## src/rtl/rr_select_arbiter_pkg.sv

```systemverilog
`default_nettype none
// ============================================================================
//  Module      : rr_select_arbiter_pkg
//  Description : Shared constants for the round-robin decoder-select arbiter.
//  Revision    : 1.0 - initial release
// ============================================================================
package rr_select_arbiter_pkg;

    localparam int NUM_REQ = 4;
    localparam int SEL_W   = 2;
    localparam int ST_W    = 2;

    localparam logic [ST_W-1:0] ST_IDLE  = 2'b00;
    localparam logic [ST_W-1:0] ST_GRANT = 2'b01;
    localparam logic [ST_W-1:0] ST_GAP   = 2'b10;

    typedef logic [SEL_W-1:0] sel_t;

endpackage : rr_select_arbiter_pkg
`default_nettype wire

```

## src/rtl/rr_select_arbiter_if.sv

```systemverilog
`default_nettype none
// ============================================================================
//  Module      : rr_select_arbiter_if
//  Description : Request/release inputs and encoded decoder-select outputs.
//  Revision    : 1.0 - initial release
// ============================================================================
interface rr_select_arbiter_if;
    import rr_select_arbiter_pkg::*;

    logic [NUM_REQ-1:0] req;
    logic               done;
    logic               sel1;
    logic               sel0;
    logic               valid;
    logic               timeout;

    modport master (
        output req, done,
        input  sel1, sel0, valid, timeout
    );

    modport slave (
        input  req, done,
        output sel1, sel0, valid, timeout
    );

endinterface : rr_select_arbiter_if
`default_nettype wire

```

## src/rtl/rr_select_arbiter_pick4.sv

```systemverilog
`default_nettype none
// ============================================================================
//  Module      : rr_select_arbiter_pick4
//  Description : Combinational round-robin picker: first set request after ptr.
//  Revision    : 1.0 - initial release
// ============================================================================
module rr_select_arbiter_pick4
    import rr_select_arbiter_pkg::*;
(
    input  logic [NUM_REQ-1:0] req,
    input  logic [SEL_W-1:0]   ptr,
    output logic               any,
    output logic [SEL_W-1:0]   idx
);

    logic [2*NUM_REQ-1:0] w_dbl;
    logic [SEL_W:0]       w_base;
    logic [NUM_REQ-1:0]   w_rot;
    logic [SEL_W-1:0]     w_off;

    // Rotate so bit 0 of w_rot is the requester right after ptr.
    assign w_dbl  = {req, req};
    assign w_base = {1'b0, ptr} + (SEL_W+1)'(1);
    assign w_rot  = w_dbl[w_base +: NUM_REQ];

    always_comb begin
        w_off = '0;
        for (int k = NUM_REQ - 1; k >= 0; k--) begin
            if (w_rot[k]) begin
                w_off = SEL_W'(k);
            end
        end
    end

    assign any = |req;
    assign idx = ptr + SEL_W'(1) + w_off;

endmodule : rr_select_arbiter_pick4
`default_nettype wire

```

## src/rtl/rr_select_arbiter.sv

```systemverilog
`default_nettype none
// ============================================================================
//  Module      : rr_select_arbiter
//  Description : 4-way round-robin arbiter driving 2x4 decoder selects, with a
//                hold timer per grant and a dead gap between grants.
//  Revision    : 1.0 - initial release
// ============================================================================
module rr_select_arbiter
    import rr_select_arbiter_pkg::*;
#(
    parameter int HOLD_MAX = 8,
    parameter int CNT_W    = 4
) (
    input  logic                 clk,
    input  logic                 rst,
    rr_select_arbiter_if.slave   bus
);

    localparam logic [CNT_W-1:0] c_cnt_last = CNT_W'(HOLD_MAX - 1);

    logic [ST_W-1:0]  r_state;
    logic [ST_W-1:0]  w_state_nxt;
    logic [SEL_W-1:0] r_ptr;
    logic [SEL_W-1:0] w_ptr_nxt;
    logic [SEL_W-1:0] r_sel;
    logic [SEL_W-1:0] w_sel_nxt;
    logic [CNT_W-1:0] r_cnt;
    logic [CNT_W-1:0] w_cnt_nxt;
    logic             r_valid;
    logic             w_valid_nxt;
    logic             r_timeout;
    logic             w_timeout_nxt;

    logic             w_any;
    logic [SEL_W-1:0] w_idx;
    logic             w_release;
    logic             w_expire;

    rr_select_arbiter_pick4 u_pick (
        .req (bus.req),
        .ptr (r_ptr),
        .any (w_any),
        .idx (w_idx)
    );

    // Release has priority over expiry, so a coincident done never times out.
    assign w_release = bus.done || !bus.req[r_sel];
    assign w_expire  = (r_cnt == c_cnt_last);

    always_ff @(posedge clk) begin
        if (rst) begin
            r_state   <= ST_IDLE;
            r_ptr     <= '1;
            r_sel     <= '0;
            r_cnt     <= '0;
            r_valid   <= 1'b0;
            r_timeout <= 1'b0;
        end else begin
            r_state   <= w_state_nxt;
            r_ptr     <= w_ptr_nxt;
            r_sel     <= w_sel_nxt;
            r_cnt     <= w_cnt_nxt;
            r_valid   <= w_valid_nxt;
            r_timeout <= w_timeout_nxt;
        end
    end

    always_comb begin
        w_state_nxt = ST_IDLE;
        case (r_state)
            ST_IDLE:  w_state_nxt = w_any ? ST_GRANT : ST_IDLE;
            ST_GRANT: w_state_nxt = (w_release || w_expire) ? ST_GAP : ST_GRANT;
            ST_GAP:   w_state_nxt = ST_IDLE;
            default:  w_state_nxt = ST_IDLE;
        endcase
    end

    always_comb begin
        w_ptr_nxt     = r_ptr;
        w_sel_nxt     = r_sel;
        w_cnt_nxt     = '0;
        w_valid_nxt   = 1'b0;
        w_timeout_nxt = 1'b0;
        case (r_state)
            ST_IDLE: begin
                if (w_any) begin
                    w_sel_nxt   = w_idx;
                    w_ptr_nxt   = w_idx;
                    w_valid_nxt = 1'b1;
                end
            end
            ST_GRANT: begin
                w_cnt_nxt = r_cnt + CNT_W'(1);
                if (w_release) begin
                    w_valid_nxt = 1'b0;
                end else if (w_expire) begin
                    w_timeout_nxt = 1'b1;
                end else begin
                    w_valid_nxt = 1'b1;
                end
            end
            default: begin
                w_cnt_nxt = '0;
            end
        endcase
    end

    assign bus.sel1    = r_sel[1];
    assign bus.sel0    = r_sel[0];
    assign bus.valid   = r_valid;
    assign bus.timeout = r_timeout;

endmodule : rr_select_arbiter
`default_nettype wire

```

## src/flat_wrapper.sv

```systemverilog
// flat-port wrapper written by rule: the top's interface ports become plain ports
module rr_select_arbiter_flat import rr_select_arbiter_pkg::*;
#(
    parameter int HOLD_MAX = 8,
    parameter int CNT_W    = 4
)
  (clk, rst, bus_req, bus_done, bus_sel1, bus_sel0, bus_valid, bus_timeout);
  rr_select_arbiter_if bus_i ();
  input  logic clk;
  input  logic rst;
  input wire logic [$bits(bus_i.req)-1:0] bus_req;
  input wire logic [$bits(bus_i.done)-1:0] bus_done;
  output wire logic [$bits(bus_i.sel1)-1:0] bus_sel1;
  output wire logic [$bits(bus_i.sel0)-1:0] bus_sel0;
  output wire logic [$bits(bus_i.valid)-1:0] bus_valid;
  output wire logic [$bits(bus_i.timeout)-1:0] bus_timeout;
  assign bus_i.req = bus_req;
  assign bus_i.done = bus_done;
  assign bus_sel1 = bus_i.sel1;
  assign bus_sel0 = bus_i.sel0;
  assign bus_valid = bus_i.valid;
  assign bus_timeout = bus_i.timeout;
  rr_select_arbiter #(.HOLD_MAX(HOLD_MAX), .CNT_W(CNT_W)) u_core (.clk(clk), .rst(rst), .bus(bus_i));
endmodule
```

## config.mk

```make
export PLATFORM = sky130hd
export DESIGN_NAME = rr_select_arbiter_flat
export DESIGN_NICKNAME = d
export VERILOG_FILES = /design/src/rtl/rr_select_arbiter_pkg.sv /design/src/rtl/rr_select_arbiter_if.sv /design/src/rtl/rr_select_arbiter_pick4.sv /design/src/rtl/rr_select_arbiter.sv /design/src/flat_wrapper.sv
export SDC_FILE = /design/constraint.sdc
export NUM_CORES = 1
export LEC_CHECK = 0
export ABC_AREA = 0
export CAP_MARGIN = 0
export CORE_AREA = 2 2 39 41
export CTS_CLUSTER_DIAMETER = 40
export CTS_CLUSTER_SIZE = 30
export DETAILED_ROUTE_END_ITERATION = 8
export DIE_AREA = 0 0 41 43
export PLACE_DENSITY = 0.8
export SLEW_MARGIN = 25
export SYNTH_ARGS = -nofsm -noshare
export SYNTH_HDL_FRONTEND = slang
export SYNTH_HIERARCHICAL = 1
export SYNTH_SLANG_ARGS = --single-unit
```

## constraint.sdc

```tcl
create_clock -name clk -period 3.89 [get_ports clk]
set_input_delay 0.389 -clock clk [delete_from_list [all_inputs] [get_ports clk]]
set_output_delay 0.389 -clock clk [all_outputs]
set_load 0.02 [all_outputs]
```

==> flow_summary_export.csv, run 1 <==
group,metric,value,unit
clocking,path_clk_slew,70,ps
power_and_ir_drop,p_clk_frac,0.176,
timing,finalCriticalPeriod,1992,ps
floorplan,start_util,0.4584,
clocking,cts_resized,0,
clocking,cts_sinks,11,
power_and_ir_drop,p_int,276.8,µW
final_layout,fin_cells,101,
clocking,clock_latency,270,ps
final_layout,nFillCells,137,
power_and_ir_drop,combPwrFrac,0.428,
drt,vias,531,
setup_path,cp.arrival,2190,ps
final_layout,drive_gt1_frac,0.1059,
job,maxCapViolations,0,
global_route,grt_overflow,0,
clocking,postCtsSetupBuffers,0,
yosys,synth-async-reset-ratio,0,
timing,fin_worst_skew,1.918,ps
power_and_ir_drop,power_leakage,0.3016,nW
global_route,grt_pass1_vias,430,
timing,hold_viol_final,0,
placement,placed_area,732.0,µm²
power_and_ir_drop,ir_drop,0.2886,mV
setup_path,cp.required,4090,ps
setup_path,cp_cell_sequence,"clkdlybuf4s50_1, nor3b_1, a311oi_1, a21oi_1, nor2_1, ha_1, xor2_1, xnor2_1, nand2_1, a21oi_1",
clocking,cts_made_buffers,3,
global_route,grt_pass1_wl,1.835,mm
global_route,grt_max_degree,11,
hold_path,hp-start,"u_core/r_cnt[0]",
placement,detailed_place_hpwl,792.4,µm
drt,drcViolationCount,0,
setup_path,worstRegToRegCells,9,
timing,relSlewSlack,0.8106,
outcome,status,"complete, no violations",
timing,fin_crit_sh,0.5121,
clocking,clock_path_buffers,2,
placement,io_buffers,10,
timing,finalSetupViolations,0,
setup_path,crit_path_max_fanout,8,
hold_path,min_delay_path_depth,1,
setup_path,crit_top_cell,"a21oi_1",
floorplan,die_h,43,µm
clocking,cts_hold_buf,0,
setup_path,reg2reg_to,"u_core/r_sel[1]",
setup_path,cp-start-kind,"input pin",
timing,finalSetupTns,0,ps
timing,timing.fmax,0.5020,GHz
drt,viasPerCell,5.257,
drt,drt-total-wl,1.111,mm
drt,firstDrtPassIters,3,
yosys,yosys_warnings,6,
final_layout,diodes,0,
drt,wire_per_inst,11.00,µm
yosys,syn_inst,73,
yosys,synth_cell_types,26,
placement,gp_congestion,0.6930,
clocking,cts_root_buf,"clkbuf_4",
setup_path,rr_startpoint,"u_core/r_ptr[0]",
drt,drtAntennaViolNets,0,
setup_path,cp_slowest_stage_delay,620,ps
yosys,synth_flop_cell,"dfxtp_1",
setup_path,cp-end-kind,"register",
global_route,track_usage,0.1618,
yosys,yosysTopAreaCellShare,0.3471,
yosys,synth.area.top_cells,"dfxtp_1 (35%), nand2_1 (5.9%), nor2_1 (5.9%), a21oi_1 (4.7%), mux2_4 (4.7%)",
yosys,synth_nets,82,
timing,slew_violations,0,
final_layout,final_nets,95,
yosys,syn_area,634.4,µm²
floorplan,design.die.area,1763,µm²
power_and_ir_drop,power.switching,164.5,µW
final_layout,final_cell_area,758.2,µm²
yosys,synth_top_cell_by_area,"dfxtp_1",
hold_path,min_to,"u_core/r_cnt[0]",
setup_path,crit_type,"in2reg",
yosys,synth_edf_count,0,
power_and_ir_drop,p_seq_frac,0.396,
final_layout,multi_input_area,376.6,µm²
setup_path,r2r_setup_slack,2140,ps
setup_path,worst_path_max_delay_cell,"clkdlybuf4s50_1",
floorplan,core,1384,µm²
hold_path,hold_class,"reg2reg",
yosys,ys_seq_area_frac,0.3471,
final_layout,area.sequential,220.2,µm²
floorplan,die_x,41,µm
placement,pre_cts_slack,1624,ps
yosys,postSynthAreaPerCell,8.690,µm²
power_and_ir_drop,p_per_area,582.0,nW/µm²
drt,drt_iter0_markers,16,
clocking,cts_tree,"done",
timing,tightest_slew,283.5,ps
timing,rsz0062_at_grt,"no",
global_route,antenna_found_initial,0,
floorplan,rows,14,
timing,setup_ws,1898,ps
yosys,synth_seq_cells,11,
final_layout,area_delta_synth_final,19.53,%
power_and_ir_drop,power_switching_share,0.3728,
floorplan,ios,11,
placement,dp_cells,97,
clocking,cts_max_level,1,
final_layout,utilization,0.5479,
-- power groups by stage --
stage / Clock, mW / Combinational [mW] / Sequential [mW]
5_1_grt: 0.0861 / 0.213 / 0.180
3_3_place_gp: 0 / 0.186 / 0.176
2_1_floorplan: 0 / 0.143 / 0.179
4_1_cts: 0.0801 / 0.189 / 0.175
6_report: 0.0776 / 0.189 / 0.175
3_5_place_dp: 0 / 0.188 / 0.177
-- registers in the layout (all words and copies together) (netlist names) --
register,count
u_core/bus.timeout,1
u_core/r_ptr,2
u_core/r_sel,2
u_core/r_cnt,4
u_core/r_state,2
-- synthesized netlist by cell type (2+ instances only) --
| master | instances |
|---|---|
| mux2_4 | 2 |
| xor2_1 | 2 |
| buf_6 | 2 |
| or3b_1 | 2 |
| ha_1 | 2 |
| nor3b_1 | 3 |
| dfxtp_1 | 11 |
| inv_1 | 4 |
| o22ai_1 | 2 |
| nor2b_1 | 3 |
| nor2_1 | 10 |
| xnor2_1 | 2 |
| a21oi_1 | 6 |
| nand2_1 | 10 |
-- worst max-delay path: cells and delay by family --
kind / cells / cell delay (ps)
adder cells (fa/ha/maj): 1 / 160
XOR/XNOR: 2 / 320
AND/OR/NAND/NOR: 3 / 280
AO/OA/AOI/OAI: 3 / 440
buffers and inverters: 1 / 620
-- stage by stage --
| step | total power, mW | hold WS, ps |
|---|---|---|
| after floorplan | 0.3226 | 417.5 |
| after global placement | 0.3616 | 430.3 |
| after detailed placement | 0.3649 | 446.4 |
| after CTS | 0.4437 | 461.0 |
| after global routing | 0.4793 | 492.4 |
| final | 0.4413 | 453.8 |
-- worst max path at each step --
stage,cells after the start,to,from
floorplan,9,u_core/r_sel[1],bus_req[2]
global placement,10,u_core/r_sel[1],bus_req[1]
detailed placement,10,u_core/r_sel[1],bus_req[1]
CTS,10,u_core/r_sel[1],bus_req[1]
global route,10,u_core/r_sel[1],bus_req[1]
finish,10,u_core/r_sel[1],bus_req[1]
-- layout make-up --
class | instances | share of cell area
clock buffer | 4 | 0.03465
multi-input combinational | 56 | 0.4967
sequential | 11 | 0.2904
tap | 16 | 0.02640
timing repair buffer | 10 | 0.1320
inverter | 4 | 0.01980
-- routing by layer --
layer,up-vias,track usage,wire (µm),part of all wire
met3,4,0.07853,76,0.068
met5,-,0,0,0
met2,15,0.2031,418,0.38
li1,278,-,-,-
met4,0,0.1000,27,0.024
met1,234,0.2138,588,0.53
-- placed cells by master (no fill, tap or decap) --
cell type	n
a22oi_2	1
xnor2_1	2
mux2_2	1
nor2_1	10
mux2_4	2
nand3_1	1
o21ba_1	1
nand2_1	10
nor4_2	1
ha_1	2
or3b_1	2
a311oi_1	1
a32oi_1	1
clkbuf_4	3
or2_1	1
nor2b_1	3
o22ai_1	2
o32ai_2	1
nand2b_1	1
nor3b_1	3
o21ai_0	1
xor2_1	2
dfxtp_1	11
a22oi_1	1
clkdlybuf4s50_1	10
a21oi_1	6
clkbuf_1	1
inv_1	4
-- kinds of logic after synthesis --
| kind of cell | count (synthesis) | share of synthesized area |
|---|---|---|
| buffers and inverters | 6 | 0.05916 |
| DFF | 11 | 0.3471 |
| muxes | 3 | 0.06509 |
| xor gates and xnor gates | 4 | 0.05524 |
| and+or+nand+nor | 32 | 0.2584 |
| adders and majority gates | 2 | 0.03944 |
| AOI/OAI and AO/OA | 15 | 0.1755 |
(Power assumes the default switching activity.)
==> inputs of run 2 (changes only) <==
--- a/config.mk
+++ b/config.mk
@@ -7,12 +7,12 @@
 export LEC_CHECK = 0
 export ABC_AREA = 0
 export CAP_MARGIN = 0
-export CORE_AREA = 2 2 39 41
+export CORE_AREA = 2 2 41 43
 export CTS_CLUSTER_DIAMETER = 40
 export CTS_CLUSTER_SIZE = 30
 export DETAILED_ROUTE_END_ITERATION = 8
-export DIE_AREA = 0 0 41 43
-export PLACE_DENSITY = 0.8
+export DIE_AREA = 0 0 43 45
+export PLACE_DENSITY = 0.76
 export SLEW_MARGIN = 25
 export SYNTH_ARGS = -nofsm -noshare
 export SYNTH_HDL_FRONTEND = slang
==> constraint.sdc (replaced) <==
create_clock -name clk -period 1.6 [get_ports clk]
set_input_delay 0.16 -clock clk [delete_from_list [all_inputs] [get_ports clk]]
set_output_delay 0.16 -clock clk [all_outputs]
set_load 0.02 [all_outputs]
==> flow_summary_export.csv, run 2 (synthesis gave the netlist of run 1 again) <==
group,metric,value,unit
timing,setup_ws,-17.25,ps
global_route,grt_pass1_vias,557,
drt,firstDrtPassIters,4,
setup_path,cp.arrival,1820,ps
setup_path,cp.required,1800,ps
setup_path,crit_type,"reg2reg",
timing,fin_worst_skew,5.887,ps
setup_path,cp_slowest_stage_delay,370,ps
global_route,grt_overflow,0,
final_layout,layout_commonest_cell,"buf_4",
floorplan,core,1471,µm²
drt,wire_per_inst,12.54,µm
global_route,antenna_found_initial,0,
timing,fin_crit_sh,1.011,
clocking,clock_latency,270,ps
outcome,violations,"setup timing",
drt,drtAntennaViolNets,0,
setup_path,crit_path_max_fanout,6,
floorplan,die_x,43,µm
job,maxCapViolations,0,
placement,placed_area,807.0,µm²
clocking,path_clk_slew,70,ps
global_route,grt_pass1_wl,2.325,mm
timing,slew_violations,0,
setup_path,cp-end-kind,"register",
timing,timing.fmax,0.6183,GHz
drt,vias,592,
outcome,status,"complete, but fails checks",
placement,gp_congestion,0.7441,
setup_path,cp-start-kind,"register",
drt,drt-total-wl,1.405,mm
setup_path,worst_path_max_delay_cell,"dfxtp_4",
clocking,cts_hold_buf,0,
global_route,top_usage_layer,"met2",
global_route,grt_max_degree,8,
drt,drt_iter0_markers,23,
floorplan,rows,14,
floorplan,die_h,45,µm
clocking,cts_root_buf,"clkbuf_4",
hold_path,hold_class,"reg2reg",
global_route,gr-usage-met3,0.03600,
global_route,use_met2,0.2848,
clocking,cts_made_buffers,3,
final_layout,area_delta_synth_final,37.08,%
timing,tightest_slew,297.7,ps
setup_path,cp_cell_sequence,"nor2b_4, a21oi_2, a21oi_1, nor2_1, ha_2, xor2_1, xnor2_1, nand2_1, a21oi_2",
floorplan,design.die.area,1935,µm²
drt,viasPerCell,5.286,
clocking,cts_sinks,11,
timing,relSlewSlack,0.8011,
drt,drcViolationCount,0,
power_and_ir_drop,ir_drop,0.9229,mV
placement,detailed_place_hpwl,1.006,mm
timing,finalCriticalPeriod,1617,ps
final_layout,final_nets,106,
setup_path,crit_top_cell,"a21oi_2",
power_and_ir_drop,finalPower,1.215,mW
clocking,cts_max_level,1,
final_layout,largest_reg_flops,4,
final_layout,layout_common_cells,"buf_4 (11), nand2_1 (10), dfxtp_1 (10), nor2_1 (9), clkdlybuf4s50_1 (6)",
timing,hold_viol_final,0,
timing,rsz0062_at_grt,"yes",
placement,io_buffers,10,
floorplan,start_util,0.4311,
final_layout,final_cell_area,869.6,µm²
final_layout,drive_gt1_frac,0.2917,
clocking,clock_path_buffers,2,
global_route,track_usage,0.1684,
final_layout,largest-register,"u_core/r_cnt",
floorplan,ios,11,
final_layout,diodes,0,
timing,finalSetupViolations,1,
global_route,gr-usage-met1,0.1940,
power_and_ir_drop,p_per_area,1398,nW/µm²
power_and_ir_drop,power_leakage,0.3693,nW
clocking,cts_tree,"done",
-- run 2: final cells by class --
cell class / count / area [µm²]
Clock buffer: 4 / 26.28
Inverter: 4 / 15.01
Fill cell: 153 / 601.8
Tap cell: 16 / 20.02
Timing Repair Buffer: 21 / 177.7
Sequential cell: 11 / 224.0
Multi-Input combinational cell: 56 / 406.6
-- run 2: timing repair --
action / in CTS / in global routing
setup buffers: 1 / 0
resized for setup: 14 / 0
pin swaps: 7 / 2
setup endpoints to repair: 2 / 2
hold endpoints to repair: 0 / 0
-- run 2: worst paths after layout --
| check | startpoint | endpoint | slack [ps] | cells after the start |
|---|---|---|---|---|
| worst max-delay path | u_core/r_ptr[0] | u_core/r_sel[1] | -20 | 9 |
| worst min-delay path | u_core/r_cnt[0] | u_core/r_cnt[0] | 450 | 1 |
| worst max register to register | u_core/r_ptr[0] | u_core/r_sel[1] | -20 | 9 |
| worst min register to register | u_core/r_cnt[0] | u_core/r_cnt[0] | 450 | 1 |
-- run 2: critical path: cells and delay by family (launching register included) --
kind,cells,cell delay (ps)
compound gates,3,350
flops,1,370
xor+xnor,2,310
simple gates,3,340
fa+ha+maj,1,180
-- run 2: layer usage --
layer | wire [µm] | share of wire
met1 | 651 | 0.46
met2 | 674 | 0.48
met3 | 63 | 0.045
met4 | 14 | 0.010
met5 | 0 | 0
-- run 2: through the flow --
step / worst slack, ps / hold WS [ps] / utilization / setup TNS, ps / std cells
6_report: -17.25 / 453.7 / 0.5910 / -17.25 / 112
5_1_grt: -155.9 / 489.4 / 0.5910 / -248.5 / 112
4_1_cts: -37.19 / 454.8 / 0.5910 / -37.19 / 112
3_5_place_dp: -417.5 / 445.0 / 0.5485 / -1158 / 107
3_3_place_gp: -320.7 / 430.4 / 0.5485 / -852.4 / 107
2_1_floorplan: 50.71 / 229.1 / - / 0 / 73
-- run 2: report_power, final --
group / leakage (nW) / switching [mW] / internal [mW]
registers: 0.0903 / 0.0720 / 0.345
clock network: 0.0150 / 0.0920 / 0.0965
logic: 0.264 / 0.292 / 0.317
total: 0.369 / 0.456 / 0.759
